==> config.mk <==
export PLATFORM = sky130hd
export DESIGN_NAME = instr_encoder
export DESIGN_NICKNAME = d
export VERILOG_FILES = /design/src/rtl/instr_encoder.sv
export SDC_FILE = /design/constraint.sdc
export NUM_CORES = 1
export LEC_CHECK = 0
export BUFFER_PORTS_ARGS = -buffer_cell sky130_fd_sc_hd__buf_4
export CORE_MARGIN = 2
export CORE_UTILIZATION = 60
export DETAILED_ROUTE_END_ITERATION = 12
export HOLD_SLACK_MARGIN = 0.03
export PLACE_DENSITY = 0.91
export SYNTH_ARGS = -nofsm -noshare
export SYNTH_HDL_FRONTEND = slang
export SYNTH_SLANG_ARGS = --single-unit
==> constraint.sdc <==
create_clock -name clk -period 4.8 [get_ports clk]
set_input_delay 0.24 -clock clk [delete_from_list [all_inputs] [get_ports clk]]
set_output_delay 0.24 -clock clk [all_outputs]
set_load 0.005 [all_outputs]
==> src/rtl/instr_encoder.sv <==
// -----------------------------------------------------------------------------
// instr_encoder
//   Turns field-level instruction descriptors into 32-bit MIPS machine words.
//   Encoded words are queued in a small FIFO and emitted together with
//   sequential instruction-memory byte addresses. The self-test program loader
//   uses this block to fill instruction memory.
//
// Ports
//   clk, rst_n      clock (rising edge), asynchronous active-low reset
//   clear           synchronous flush: empties FIFO, reloads address, clears err
//   in_valid/ready  descriptor handshake; in_ready is simply not-full
//   in_kind         0 ADD 1 SUB 2 AND 3 OR 4 NOR 5 SLT 6 JR 7 ADDI 8 SLTI
//                   9 LW 10 SW 11 BEQ 12 JAL 13 J (14, 15 illegal)
//   in_rs/rt/rd     register fields
//   in_imm          raw 16-bit immediate
//   in_addr         26-bit jump target
//   out_valid/ready word handshake; out_valid is simply not-empty
//   out_word        encoded word at the FIFO head
//   out_addr        byte address of out_word
//   err             sticky flag: an illegal kind was accepted
//   word_count      words popped since reset or clear (wraps at 16 bits)
// -----------------------------------------------------------------------------
module instr_encoder #(
    parameter int          DWIDTH    = 32,
    parameter int          DEPTH     = 4,
    parameter logic [31:0] BASE_ADDR = 32'h0000_0000
) (
    input  logic              clk,
    input  logic              rst_n,
    input  logic              clear,
    input  logic              in_valid,
    output logic              in_ready,
    input  logic [3:0]        in_kind,
    input  logic [4:0]        in_rs,
    input  logic [4:0]        in_rt,
    input  logic [4:0]        in_rd,
    input  logic [15:0]       in_imm,
    input  logic [25:0]       in_addr,
    output logic              out_valid,
    input  logic              out_ready,
    output logic [DWIDTH-1:0] out_word,
    output logic [31:0]       out_addr,
    output logic              err,
    output logic [15:0]       word_count
);

    localparam int AW = (DEPTH > 1) ? $clog2(DEPTH) : 1;
    localparam int PW = AW + 1;  // extra bit tells full from empty
    localparam logic [PW-1:0] PTR_ONE = 1;

    localparam logic [3:0] K_ADD  = 4'd0;
    localparam logic [3:0] K_SUB  = 4'd1;
    localparam logic [3:0] K_AND  = 4'd2;
    localparam logic [3:0] K_OR   = 4'd3;
    localparam logic [3:0] K_NOR  = 4'd4;
    localparam logic [3:0] K_SLT  = 4'd5;
    localparam logic [3:0] K_JR   = 4'd6;
    localparam logic [3:0] K_ADDI = 4'd7;
    localparam logic [3:0] K_SLTI = 4'd8;
    localparam logic [3:0] K_LW   = 4'd9;
    localparam logic [3:0] K_SW   = 4'd10;
    localparam logic [3:0] K_BEQ  = 4'd11;
    localparam logic [3:0] K_JAL  = 4'd12;
    localparam logic [3:0] K_J    = 4'd13;

    logic [DWIDTH-1:0] mem [DEPTH];
    logic [PW-1:0]     wr_ptr;
    logic [PW-1:0]     rd_ptr;
    logic [DWIDTH-1:0] enc_word;
    logic              enc_legal;
    logic              full;
    logic              empty;
    logic              accept;
    logic              push;
    logic              pop;

    // ------------------------------------------------------------------
    // Combinational encoder
    // ------------------------------------------------------------------
    // NOTE: every output of this block gets a default first, so no path
    // through the case leaves a value unassigned and no latch is inferred.
    always_comb begin
        enc_word  = '0;
        enc_legal = 1'b1;
        case (in_kind)
            K_ADD:  enc_word = {6'h00, in_rs, in_rt, in_rd, 5'h00, 6'h20};
            K_SUB:  enc_word = {6'h00, in_rs, in_rt, in_rd, 5'h00, 6'h22};
            K_AND:  enc_word = {6'h00, in_rs, in_rt, in_rd, 5'h00, 6'h24};
            K_OR:   enc_word = {6'h00, in_rs, in_rt, in_rd, 5'h00, 6'h25};
            K_NOR:  enc_word = {6'h00, in_rs, in_rt, in_rd, 5'h00, 6'h27};
            K_SLT:  enc_word = {6'h00, in_rs, in_rt, in_rd, 5'h00, 6'h2A};
            K_JR:   enc_word = {6'h00, in_rs, 15'h0000, 6'h08};
            K_ADDI: enc_word = {6'h08, in_rs, in_rt, in_imm};
            K_SLTI: enc_word = {6'h0A, in_rs, in_rt, in_imm};
            K_LW:   enc_word = {6'h23, in_rs, in_rt, in_imm};
            K_SW:   enc_word = {6'h2B, in_rs, in_rt, in_imm};
            K_BEQ:  enc_word = {6'h04, in_rs, in_rt, in_imm};
            K_JAL:  enc_word = {6'h03, in_addr};
            K_J:    enc_word = {6'h02, in_addr};
            default: enc_legal = 1'b0;
        endcase
    end

    // ------------------------------------------------------------------
    // FIFO status and handshakes
    // ------------------------------------------------------------------
    // Full depends only on registered pointers, so in_ready never sees
    // out_ready combinationally.
    assign full  = (wr_ptr[AW-1:0] == rd_ptr[AW-1:0]) && (wr_ptr[AW] != rd_ptr[AW]);
    assign empty = (wr_ptr == rd_ptr);

    assign in_ready  = ~full;
    assign out_valid = ~empty;

    // Illegal kinds complete the handshake but never reach the FIFO.
    assign accept = in_valid & in_ready & ~clear;
    assign push   = accept & enc_legal;
    // Pop needs a non-empty FIFO, so an empty FIFO never falls through.
    assign pop    = out_valid & out_ready & ~clear;

    assign out_word = mem[rd_ptr[AW-1:0]];

    // ------------------------------------------------------------------
    // State
    // ------------------------------------------------------------------
    // NOTE: sequential state uses non-blocking assignments so every
    // register samples the pre-edge values regardless of statement order.
    always_ff @(posedge clk or negedge rst_n) begin
        if (!rst_n) begin
            wr_ptr     <= '0;
            rd_ptr     <= '0;
            out_addr   <= BASE_ADDR;
            word_count <= '0;
            err        <= 1'b0;
            // NOTE: the storage is reset because out_word must read zero
            // after reset; a clear only moves the pointers.
            for (int i = 0; i < DEPTH; i++) begin
                mem[i] <= '0;
            end
        end else if (clear) begin
            wr_ptr     <= '0;
            rd_ptr     <= '0;
            out_addr   <= BASE_ADDR;
            word_count <= '0;
            err        <= 1'b0;
        end else begin
            if (push) begin
                mem[wr_ptr[AW-1:0]] <= enc_word;
                wr_ptr              <= wr_ptr + PTR_ONE;
            end
            if (accept && !enc_legal) begin
                err <= 1'b1;
            end
            if (pop) begin
                rd_ptr     <= rd_ptr + PTR_ONE;
                out_addr   <= out_addr + 32'd4;
                word_count <= word_count + 16'd1;
            end
        end
    end

endmodule

-- Word level (Yosys, flattened, before mapping)
Index checks and enable logic that the tools add are counted.
- $add $sub $neg: 4
- order comparisons: 3
- eq/ne operators: 16
- mux-type cells: 18
- bitwise operators: 10
- reductions and logical operators: 10
- operators with widths (operator ; number):
    32-bit one-hot mux with 14 select lines ; 1
    32-bit two-way mux ; 5
    128-bit bitwise mux ; 1
    32-bit binary-select mux with 2-bit select ; 1
    32-bit demux with 2-bit select ; 1
    32-bit by 3-bit adder with 32-bit output (second input constant) ; 1
    16-bit two-way mux ; 2
    4-bit == test (second input constant) ; 6
    16-bit by 1-bit adder with 16-bit output (second input constant) ; 1
    4-bit by 3-bit == test with 1-bit output (second input constant) ; 4
    14-bit OR reduction ; 1
    3-bit two-way mux ; 4
    4-bit by 2-bit == test with 1-bit output (second input constant) ; 2
    3-bit by 1-bit adder with 3-bit output (second input constant) ; 2
    3-bit >= comparator (second input constant) ; 2
    2-bit inverter with 3-bit output ; 2
    2-bit nonzero test ; 3
    1-bit bitwise AND ; 5
    4-bit by 1-bit == test with 1-bit output (second input constant) ; 1
    4-bit zero test ; 1
    3-bit == test ; 1
    1-bit logical AND ; 3
    3-bit by 1-bit < comparator with 1-bit output (second input constant) ; 1
    1-bit two-way mux ; 3
    other kinds (5) ; 7
- flip-flop bits (word level): 183
- bits of input ports: 66
- output and inout bits: 83
- logic and storage cells: 70

-- Logic depth before layout (Yosys ltp)
- word-level depth: 8
- mapped depth: 7
- depth with buffers taken out: 6

-- Worst setup path after synthesis
OpenSTA, ideal clock, no wires.
- path type: reg2reg
- start point: register rd_ptr[1]
- end point: register out_addr[26]
- library setup time: 125 ps
- arrival time: 1818 ps
- required time: 4675 ps
- setup slack: 2857 ps
- stages on the path, launching flop included: 7
- period minus slack after synthesis: 1943 ps
- path through: dfrtp_1 -> buf_2 -> xor2_2 -> o31ai_1 -> buf_2 -> nor4_1 -> mux2_2
- cells in the longest elaborated chain, start to end: 5
- ends and longest elaborated chain (item ; RTL line ; RTL):
    start: declaration ; 68 ; logic [PW-1:0] rd_ptr;
    start signal: assignment ; 155 ; rd_ptr <= rd_ptr + PTR_ONE;
    3-bit == test ; 110 ; assign empty = (wr_ptr == rd_ptr);
    1-bit inverter ; 113 ; assign out_valid = ~empty;
    1-bit bitwise AND (2 in a row) ; 119 ; assign pop = out_valid & out_ready & ~clear;
    2-bit nonzero test (no line) ; - ;
    end signal: assignment ; 156 ; out_addr <= out_addr + 32'd4;
    end: declaration ; 42 ; output logic [31:0] out_addr,
No other way between the ends.
A chain may end at the register's enable or synchronous reset.

-- Worst setup path after layout
- start point: register wr_ptr[1]
- end point: register out_addr[23]
- cells in the longest elaborated chain, start to end: 5
- ends and longest elaborated chain (item ; RTL line ; RTL):
    start: declaration ; 67 ; logic [PW-1:0] wr_ptr;
    start signal: assignment ; 149 ; wr_ptr <= wr_ptr + PTR_ONE;
    3-bit == test ; 110 ;
    1-bit inverter ; 113 ;
    1-bit bitwise AND (2 in a row) ; 119 ;
    2-bit nonzero test (no line) ; - ;
No other way between the ends.

==> impl_metrics.csv <==
group,metric,value,unit
run_status,outcome,"finished clean",
critical_path,cp_slowest_stage_delay,0.68,ns
global_routing,groute.usage.overall,29.2,%
die,core.rowCount,43,
sta,clock-skew-final,0.0106,ns
route,vias_per_cell,6.32,
min_path,min_from,"in_valid",
cts,clock_latency,0.43,ns
die,start_util,61.5,%
placed_design,dp_hpwl,13.7,mm
min_path,min_delay_path_depth,3,
global_routing,grt_antenna_before_repair,0,
critical_path,ff2ff_setup_slack,2.27,ns
cts,clock_sink_count,177,
power,power.ir.vdd_worst,294,uV
critical_path,end_kind,"flop",
sta,final_hold_viol_count,0,
cells_and_area,post_route_cells_drive_above_1_share,24.3,%
synthesis,yosys_warnings,0,
route,wl_per_cell,18.5,um
route,drt_wl_total,21.1,mm
route,postRouteAntennaNets,0,
synthesis,synthArstFlopShare,100,%
sta,setup_viol_count_final,0,
cts,clock_tree.htree_level_count,4,
die,io_pins,149,
cells_and_area,final_nets,1019,
sta,worst_pin_slew,1.24,ns
sta,worst_slack,2.27,ns
critical_path,series_of_cell_instances_along_the_critical_path,"xor2_2 -> o311ai_2 -> or4_1 -> a21oi_1",
die,chipWidth,123,um
die,core_area,13900,um^2
route,first_pass_iters,5,
synthesis,most_frequent_cells_after_synthesis,"sky130_fd_sc_hd__dfrtp_1, sky130_fd_sc_hd__nand2_1, sky130_fd_sc_hd__o21ai_0",
global_routing,grt_start_max_net_pins,96,
cts,cts_root_buf,"sky130_fd_sc_hd__clkbuf_16",
critical_path,regToRegEndpoint,"out_addr[23]",
global_routing,grt_overflow,0,
synthesis,area_leader_netlist,"sky130_fd_sc_hd__dfrtp_1",
critical_path,critical_path.reg2reg.startpoint,"wr_ptr[1]",
critical_path,timing.critical_path.required,5.14,ns
critical_path,critical_path_peak_fanout,20,
power,leakagePower,0.00462,uW
critical_path,worst_path_max_delay_cell,"sky130_fd_sc_hd__xor2_2",
sta,final_min_period_over_clock_period,52.7,%
sta,final_max_slew_viol_count,0,
cells_and_area,postLayoutCoreUtil,74.7,%
synthesis,share_of_the_yosys_chip_area_belonging_to_registers,51.9,%
critical_path,cp-start-kind,"flop",
placed_design,gp_congestion,0.782,
critical_path,critical_path_class,"reg -> reg",
critical_path,cp_data_arrival_time,2.87,ns
power,power.density,409,nW/um^2
synthesis,synthMostInstantiatedCell,"sky130_fd_sc_hd__dfrtp_1",
synthesis,synthCells,826,
synthesis,synth_top_cell_area_share,51.9,%
cts,buffer_count_from_post_cts_setup_fixing,0,
sta,period_needed,2.53,ns
synthesis,synthesis.area,8530,um^2
cts,cts-buffers-inserted,17,
synthesis,postSynthAreaPerCell,10.3,um^2
synthesis,synth_cell_types,49,
synthesis,synth_enable_flop_cells,0,
sta,rsz0062_at_grt,"no",
sta,setup-tns-final,0,ns
cts,clock_slew_at_the_register_clock_pins_of_the_worst_setup_and_hold_paths,0.07,ns
min_path,worst_hold_path_type,"in -> reg",
route,routed-via-count,7196,
synthesis,synth_seq_cells,177,
route,drt_drc_violations_left,0,
placed_design,buffer_ports.inserted,145,
sta,max_freq,395,MHz
placed_design,dp_slack,2.28,ns
global_routing,grt_pass1_wl,34.2,mm
synthesis,synth_top_flop_cell,"sky130_fd_sc_hd__dfrtp_1",
cts,clk_path_buf_depth,2,
cells_and_area,area.growth.synth_to_final,21.6,%
cells_and_area,stdcell_area,10400,um^2
sta,slew_headroom,16.6,%
die,fp.dieH,123,um
cts,tritoncts,"yes",
job,max-cap-violations,0,
cts,cts_repair_resize_count,0,
critical_path,worst-r2r-cell-count,4,
cells_and_area,num_antenna_cells,0,
route,drt_iter0_markers,759,
synthesis,synth.area.top_cells,"sky130_fd_sc_hd__dfrtp_1, sky130_fd_sc_hd__o21ai_0, sky130_fd_sc_hd__mux4_2",
min_path,holdPathEnd,"err",
global_routing,first_global_vias,6772,
placed_design,dp_area,9760,um^2
die,die_area,15200,um^2
## sequential cells by signal, summed over array words and instances (netlist names)
name,cells
err,1
mem,124
out_addr,30
rd_ptr,3
word_count,16
wr_ptr,3
## cells in the final DEF (no fill, tap or decap), types with 5 or more instances in the layout
| cell type | count |
|---|---|
| sky130_fd_sc_hd__a222oi_1 | 6 |
| sky130_fd_sc_hd__mux2_2 | 9 |
| sky130_fd_sc_hd__nor4_1 | 6 |
| sky130_fd_sc_hd__xnor2_1 | 9 |
| sky130_fd_sc_hd__dfrtp_1 | 176 |
| sky130_fd_sc_hd__nor2_1 | 28 |
| sky130_fd_sc_hd__buf_4 | 153 |
| sky130_fd_sc_hd__clkinv_2 | 5 |
| sky130_fd_sc_hd__mux4_2 | 31 |
| sky130_fd_sc_hd__and3_1 | 5 |
| sky130_fd_sc_hd__and4_1 | 9 |
| sky130_fd_sc_hd__o31ai_1 | 18 |
| sky130_fd_sc_hd__ha_1 | 7 |
| sky130_fd_sc_hd__clkbuf_16 | 17 |
| sky130_fd_sc_hd__nand3_1 | 16 |
| sky130_fd_sc_hd__and3b_1 | 5 |
| sky130_fd_sc_hd__or4_1 | 19 |
| sky130_fd_sc_hd__or3_1 | 11 |
| sky130_fd_sc_hd__xor2_1 | 5 |
| sky130_fd_sc_hd__a22oi_1 | 16 |
| sky130_fd_sc_hd__inv_1 | 13 |
| sky130_fd_sc_hd__nand4_1 | 11 |
| sky130_fd_sc_hd__nor2b_1 | 14 |
| sky130_fd_sc_hd__nand2_1 | 143 |
| sky130_fd_sc_hd__o21ai_0 | 142 |
| sky130_fd_sc_hd__a21oi_1 | 31 |
## timing repair
| action | 4_1_cts | 5_1_grt |
|---|---|---|
| hold endpoints to repair | 93 | 0 |
| hold buffers | 1 | 0 |
| endpoints found under the setup margin | 0 | 0 |
## layout make-up
type,instances,area (um^2)
sequential,177,4430
inverter,13,48.8
fill,933,3510
timing repair buffer,155,1170
multi-input combinational,582,3890
clock buffer,22,474
clock inverter,10,131
tap,180,225
## worst max-delay path: cells and delay by family (launching register included)
| family | cells | cell delay, ns |
|---|---|---|
| XOR/XNOR | 1 | 0.68 |
| AO/OA/AOI/OAI | 2 | 0.68 |
| AND/OR/NAND/NOR | 1 | 0.61 |
| flip-flops | 1 | 0.48 |
## power by group
group / switching, uW / internal [uW] / total (uW)
Combinational: 475 / 452 / 927
Sequential: 147 / 1750 / 1890
Clock: 566 / 858 / 1420
Total: 1190 / 3060 / 4240
## routing by layer
metal / vias up / track usage, % / routed length [um] / part of all wire, %
li1: 3252 / - / - / -
met1: 3574 / 41.0 / 8580 / 41
met2: 332 / 46.7 / 10600 / 50
met3: 38 / 5.72 / 1610 / 7.6
met4: 0 / 8.59 / 333 / 1.6
met5: - / 0 / 0 / 0
## metrics by stage
step                      hold WS [ns]  power [uW]  cells
after floorplan                -0.0556        2430    828
after global placement           0.392        2780   1106
after detailed placement         0.389        2840   1106
after CTS                        0.128        4250   1139
after global routing             0.155        4450   1139
final                            0.137        4240   1139
## cells by family after synthesis
kind of cell	synth area share (%)
adders and majority gates	1.03
buffers and inverters	3.28
and+or+nand+nor	15.6
muxes	9.84
DFF	51.9
other	0.0439
xor gates and xnor gates	1.82
AOI/OAI and AO/OA	16.5
## worst max-delay path by stage
| stage | from | to | slack [ns] | depth (start not counted) |
|---|---|---|---|---|
| detailed placement | wr_ptr[1] | out_addr[23] | 2.28 | 4 |
| finish | wr_ptr[1] | out_addr[23] | 2.27 | 4 |
| CTS | wr_ptr[1] | out_addr[23] | 2.26 | 4 |
| floorplan | rd_ptr[1] | out_addr[26] | 2.86 | 6 |
| global placement | wr_ptr[1] | out_addr[8] | 2.42 | 5 |
| global route | wr_ptr[1] | out_addr[23] | 2.14 | 4 |
(Power assumes the default switching activity.)
